$ cat src/rtl/conv_inst_decoder.sv
// Expands one per-stride conv instruction into a registered MAC beat stream (feature/kernel addresses, tags).
// Latency: first beat two cycles after accept; one beat per cycle under mac_ready; backpressure holds all mac_* stable.
// Optional CONV_DECODER_PERF_CNT_EN adds beat/stall counters; otherwise perf outputs are tied to zero.
module conv_inst_decoder #(
    parameter int XLEN = 32,
    parameter int FAW  = 16,
    parameter int KAW  = 16
) (
    input  logic            clk,
    input  logic            rst,
    input  logic            inst_valid,
    output logic            decoder_ready,
    input  logic [FAW-1:0]  stride_feature_baseaddr,
    input  logic [KAW-1:0]  stride_kernel_baseaddr,
    input  logic [XLEN-1:0] stride_feature_chin,
    input  logic [XLEN-1:0] stride_feature_chout,
    input  logic [XLEN-1:0] stride_feature_width,
    input  logic [XLEN-1:0] stride_feature_height,
    input  logic [XLEN-1:0] stride_kernel_sizeh,
    input  logic [XLEN-1:0] stride_kernel_sizew,
    input  logic            stride_has_bias,
    input  logic            stride_has_relu,
    input  logic [FAW-1:0]  stride_wb_baseaddr,
    input  logic [XLEN-1:0] stride_wb_ch_offset,
    output logic            mac_valid,
    input  logic            mac_ready,
    output logic [FAW-1:0]  mac_faddr,
    output logic [KAW-1:0]  mac_kaddr,
    output logic            mac_first,
    output logic            mac_last,
    output logic            mac_bias,
    output logic            mac_relu,
    output logic [FAW-1:0]  mac_wbaddr,
    output logic            inst_done,
    output logic [31:0]     perf_beats,
    output logic [31:0]     perf_stalls
);
    typedef enum logic [1:0] {IDLE, LOAD, RUN, DONE} state_t;
    state_t state, state_nxt;

    logic [FAW-1:0]  fbase_l, wbbase_l, plane, ch_ptr, row_ptr;
    logic [KAW-1:0]  kbase_l;
    logic [XLEN-1:0] chin_l, chout_l, w_l, h_l, kh_l, kw_l, wboff_l;
    logic            bias_l, relu_l;
    logic [XLEN-1:0] co, ci, ky, kx;
    logic [XLEN-1:0] nci, nky, nkx;
    logic            hs, zero_dim, one_w, kx_wrap, ky_wrap, last_w, final_beat;

    assign decoder_ready = (state == IDLE) && !rst;
    assign inst_done     = (state == DONE);
    assign hs            = mac_valid && mac_ready;
    assign zero_dim      = (chin_l == '0) || (chout_l == '0) || (kh_l == '0) || (kw_l == '0);
    assign one_w         = (chin_l == XLEN'(1)) && (kh_l == XLEN'(1)) && (kw_l == XLEN'(1));
    assign kx_wrap       = (kx == kw_l - XLEN'(1));
    assign ky_wrap       = (ky == kh_l - XLEN'(1));
    assign last_w        = kx_wrap && ky_wrap && (ci == chin_l - XLEN'(1));
    // mac_last marks the end of an output channel, so the final beat is the last one of the last channel
    assign final_beat    = mac_last && (co == chout_l - XLEN'(1));
    assign nkx           = kx_wrap ? '0 : kx + XLEN'(1);
    assign nky           = kx_wrap ? (ky_wrap ? '0 : ky + XLEN'(1)) : ky;
    assign nci           = (kx_wrap && ky_wrap) ? ci + XLEN'(1) : ci;

    always_ff @(posedge clk or posedge rst) begin
        if (rst) state <= IDLE;
        else     state <= state_nxt;
    end

    always_comb begin
        state_nxt = state;
        case (state)
            IDLE: if (inst_valid && decoder_ready) state_nxt = LOAD;
            LOAD: state_nxt = zero_dim ? DONE : RUN;
            RUN:  if (hs && final_beat) state_nxt = DONE;
            DONE: state_nxt = IDLE;
            default: state_nxt = IDLE;
        endcase
    end

    always_ff @(posedge clk or posedge rst) begin
        if (rst) begin
            fbase_l <= '0; wbbase_l <= '0; kbase_l <= '0;
            chin_l <= '0; chout_l <= '0; w_l <= '0; h_l <= '0;
            kh_l <= '0; kw_l <= '0; wboff_l <= '0; bias_l <= 1'b0; relu_l <= 1'b0;
            plane <= '0; ch_ptr <= '0; row_ptr <= '0;
            co <= '0; ci <= '0; ky <= '0; kx <= '0;
            mac_valid <= 1'b0; mac_faddr <= '0; mac_kaddr <= '0;
            mac_first <= 1'b0; mac_last <= 1'b0; mac_bias <= 1'b0;
            mac_relu <= 1'b0; mac_wbaddr <= '0;
        end else begin
            case (state)
                IDLE: if (inst_valid) begin
                    fbase_l  <= stride_feature_baseaddr;
                    kbase_l  <= stride_kernel_baseaddr;
                    chin_l   <= stride_feature_chin;
                    chout_l  <= stride_feature_chout;
                    w_l      <= stride_feature_width;
                    h_l      <= stride_feature_height;
                    kh_l     <= stride_kernel_sizeh;
                    kw_l     <= stride_kernel_sizew;
                    bias_l   <= stride_has_bias;
                    relu_l   <= stride_has_relu;
                    wbbase_l <= stride_wb_baseaddr;
                    wboff_l  <= stride_wb_ch_offset;
                end
                LOAD: begin
                    plane      <= FAW'(w_l * h_l);
                    co <= '0; ci <= '0; ky <= '0; kx <= '0;
                    ch_ptr     <= fbase_l;
                    row_ptr    <= fbase_l;
                    mac_valid  <= !zero_dim;
                    mac_faddr  <= fbase_l;
                    mac_kaddr  <= kbase_l;
                    mac_first  <= 1'b1;
                    mac_last   <= one_w && !bias_l;
                    mac_bias   <= 1'b0;
                    mac_relu   <= relu_l;
                    mac_wbaddr <= wbbase_l;
                end
                RUN: if (hs) begin
                    mac_kaddr <= mac_kaddr + KAW'(1);
                    if (final_beat) begin
                        mac_valid <= 1'b0;
                        mac_first <= 1'b0;
                        mac_last  <= 1'b0;
                        mac_bias  <= 1'b0;
                    end else if (mac_last) begin
                        co <= co + XLEN'(1); ci <= '0; ky <= '0; kx <= '0;
                        ch_ptr     <= fbase_l;
                        row_ptr    <= fbase_l;
                        mac_faddr  <= fbase_l;
                        mac_wbaddr <= mac_wbaddr + FAW'(wboff_l);
                        mac_first  <= 1'b1;
                        mac_last   <= one_w && !bias_l;
                        mac_bias   <= 1'b0;
                    end else if (last_w) begin
                        mac_bias  <= 1'b1;
                        mac_faddr <= '0;
                        mac_first <= 1'b0;
                        mac_last  <= 1'b1;
                    end else begin
                        kx <= nkx; ky <= nky; ci <= nci;
                        mac_first <= 1'b0;
                        mac_last  <= !bias_l && (nci == chin_l - XLEN'(1)) &&
                                     (nky == kh_l - XLEN'(1)) && (nkx == kw_l - XLEN'(1));
                        // Pointers step by 1 / W / plane so no multiplier is needed per beat
                        if (!kx_wrap) begin
                            mac_faddr <= mac_faddr + FAW'(1);
                        end else if (!ky_wrap) begin
                            row_ptr   <= row_ptr + FAW'(w_l);
                            mac_faddr <= row_ptr + FAW'(w_l);
                        end else begin
                            ch_ptr    <= ch_ptr + plane;
                            row_ptr   <= ch_ptr + plane;
                            mac_faddr <= ch_ptr + plane;
                        end
                    end
                end
                default: ;
            endcase
        end
    end

`ifdef CONV_DECODER_PERF_CNT_EN
    always_ff @(posedge clk or posedge rst) begin
        if (rst) begin
            perf_beats  <= '0;
            perf_stalls <= '0;
        end else begin
            if (hs)                      perf_beats  <= perf_beats + 32'd1;
            if (mac_valid && !mac_ready) perf_stalls <= perf_stalls + 32'd1;
        end
    end
`else
    assign perf_beats  = '0;
    assign perf_stalls = '0;
`endif
endmodule

$ cat config.mk
export PLATFORM = sky130hd
export DESIGN_NAME = conv_inst_decoder
export DESIGN_NICKNAME = d
export VERILOG_FILES = /design/src/rtl/conv_inst_decoder.sv
export SDC_FILE = /design/constraint.sdc
export NUM_CORES = 2
export LEC_CHECK = 0
export ABC_AREA = 1
export CAP_MARGIN = 25
export CELL_PAD_IN_SITES_DETAIL_PLACEMENT = 1
export CELL_PAD_IN_SITES_GLOBAL_PLACEMENT = 2
export CORE_UTILIZATION = 33
export CTS_CLUSTER_DIAMETER = 120
export CTS_CLUSTER_SIZE = 14
export DETAILED_ROUTE_END_ITERATION = 8
export PLACE_DENSITY = 0.84
export SYNTH_ARGS = -nofsm -noshare
export SYNTH_HDL_FRONTEND = slang
export SYNTH_SLANG_ARGS = --single-unit
export TNS_END_PERCENT = 1
$ cat constraint.sdc
create_clock -name clk -period 17.4 [get_ports clk]
set_input_delay 3.48 -clock clk [delete_from_list [all_inputs] [get_ports clk]]
set_output_delay 3.48 -clock clk [all_outputs]
set_load 0.02 [all_outputs]
==> impl_metrics.yaml <==
logic_synthesis:
  ys_seq_area_share_pct: 31.5
  synth_cell_types: 59
  synth_top_area_cell: "dfrtp_1"
  synth-edff-count: 0
  synth-seq-cells: 457
  synthFlopType: "dfrtp_1"
  synth.avg_cell_area_um2: 7.05
  synth.area.top_cells: "dfrtp_1 32%, nand2_1 15%, inv_1 6.9%"
  yosysTopAreaCellShare_pct: 31.5
  async_flop_share_pct: 100
  synthesis.area_mm2: 0.0363
  syn_inst: 5148
  yosys_warnings: 0
power_and_ir_drop:
  finalPower_mw: 2.45
  power_density_mw_per_mm2: 59.3
  leakagePower_nw: 20.1
  peakVddDrop_mv: 0.0761
layout:
  layout_commonest_cell: "nand2_1"
  stdcell_area_mm2: 0.0414
  num-nets-final: 5841
  fill_cells: 13700
  layout_common_cells: "1441 x nand2_1, 664 x inv_1, 616 x nor2_1"
  fin_util_pct: 38.0
  drive_gt1_share_pct: 5.06
  area_growth_pct: 14.1
sta:
  slew_viol_final: 0
  finalClockSkew_ns: 0.0411
  relSlewSlack_pct: 35.2
  finalSetupViolCount: 0
  holdWs_ns: 0.484
  fmax_ghz: 0.120
  fin_crit_sh_pct: 47.9
  hold_viol_final: 0
  post-route-min-period_ns: 8.34
  rsz0062_at_grt: "false"
  setup_tns_ns: 0
  max_slew.worst_pin.slew_ns: 0.971
die:
  dieArea_mm2: 0.111
  chipWidth_um: 334
  top_level_ports: 397
  start_util_pct: 33.3
  core_mm2: 0.109
  die_h_um: 334
  rows: 121
cts:
  cts_buffers: 40
  htree_levels: 2
  cts_buffer_depth: 3
  cts_tree: "built"
  clkSinkCount: 457
  clkLatencyLatePin_ns: 0.64
  postCtsSetupBuffers: 0
  hold_buffers: 0
  post_cts_resized: 0
  cts_root_buf: "clkbuf_16"
  path_clk_slew_ns: 0.07
setup_path:
  cp_cell_sequence: "clkdlybuf4s50_1 -> nor2_1 -> clkdlybuf4s50_1"
  cp_data_arrival_time_ns: 4.86
  crit_type: "in2out"
  cp_slowest_cell: "clkdlybuf4s50_1"
  cpLargestDelayFamily: "buffers and inverters"
  crit_top_cell: "clkdlybuf4s50_1"
  required_ns: 13.92
  crit_buf_inv: 2
  path_depth: 3
  ff2ff_path_depth: 29
  crit_path_end_kind: "primary output"
  max_stage_delay_ns: 0.64
  startpoint_type: "input port"
  path_max_fanout: 2
grt:
  grt-ovfl-total: 0
  grt_util_all_layers_pct: 24.4
  grt_max_degree: 125
  grt_pass1_vias: 36100
  antenna_found_initial: 13
  grt_pass1_wl_mm: 212
routing:
  drtIter0Drc: 1857
  drt_first_pass_iters: 5
  vias: 34500
  postRouteAntennaNets: 0
  remaining_drc_errors: 0
  drt-total-wl_mm: 136
  wl_per_cell_um: 20.0
  vias_per_cell: 5.08
placed_design:
  gp_congestion: 0.935
  place_area_mm2: 0.0403
  hpwlAfterDp_mm: 107
  portBuffers: 284
min_path:
  hp-class: "reg2reg"
  hold_depth: 2
job:
  drv_cap: 0
outcome:
  outcome: "finished, final reports clean"
==> cell usage after synthesis (all sizes together), types with 22 or more instances <==
library cell and n:
xnor2 56, dfrtp 457, nand3b 22, a21oi 191
mux2 127, clkbuf 93, a31oi 26, nor4 34
nor3 82, o22ai 95, nand3 332, inv 674
buf 110, nand4 57, xor2 231, fa 83
nor2 643, nand2 1452, ha 115, o21ai 175
==> metal layers <==
metal / GRT usage, % / vias to the layer above / wire [um]
met5: 0 / - / 125
met4: 5.78 / 18 / 3100
met3: 4.73 / 165 / 7400
met2: 41.0 / 698 / 64100
met1: 31.9 / 16900 / 61100
li1: - / 16700 / -
==> per-stage QoR <==
step	cells	worst slack [ns]
2_1_floorplan	5211	1.16
3_3_place_gp	6736	9.03
3_5_place_dp	6737	9.04
4_1_cts	6787	9.03
5_1_grt	6789	9.02
6_report	6789	9.06
==> cell families (layout without fill, tap and decap cells) <==
family	count (synthesis)	in the layout	share of synthesized area [%]
AOI/OAI and AO/OA	546	546	8.45
xor gates and xnor gates	288	288	6.99
adders and majority gates	198	198	8.55
buffers and inverters	883	1045	10.2
DFF	457	457	31.5
muxes	128	128	3.97
other	1	66	0.0103
and+or+nand+nor	2647	2647	30.3
==> layout make-up <==
class                   count  area, um^2  area share (%)
diodes                      2        5.00          0.0121
flip-flops and latches    457       11400            27.6
clock inverters             6         103           0.248
well taps                1414        1770            4.27
multi-input cells        3871       21400            51.7
clock buffers              44        1020            2.45
inverters                 680        2560            6.19
repair buffers            315        3100            7.48
==> registers in the layout (all words and copies together), names as in the netlist, 32 cells and up <==
register / flops
chin_l: 32
chout_l: 32
ci: 32
co: 32
kh_l: 32
kw_l: 32
kx: 32
ky: 32
==> final timing paths <==
kind	start	to	slack, ns
max reg2reg	kh_l[0]	mac_last	10.97
min reg2reg	mac_relu	mac_relu	0.48
max	rst	decoder_ready	9.06
max in group asynchronous	rst	kh_l[11]	11.52
min	mac_relu	mac_relu	0.48
min in group asynchronous	rst	wboff_l[9]	3.50
==> worst register-to-register path: cells and delay by family, from the launching register on <==
kind,cells,cell delay [ns]
simple gates,24,4.79
fa+ha+maj,1,0.43
flops,1,0.45
buf+inv,3,0.58
compound gates,1,0.11
==> report_power, final <==
part	total [mW]	internal, mW	switching [mW]
logic	0.407	0.172	0.235
clock network	0.892	0.422	0.470
registers	1.15	1.11	0.0472
total	2.45	1.70	0.752
Note: power is estimated with default switching activity, not from simulation.
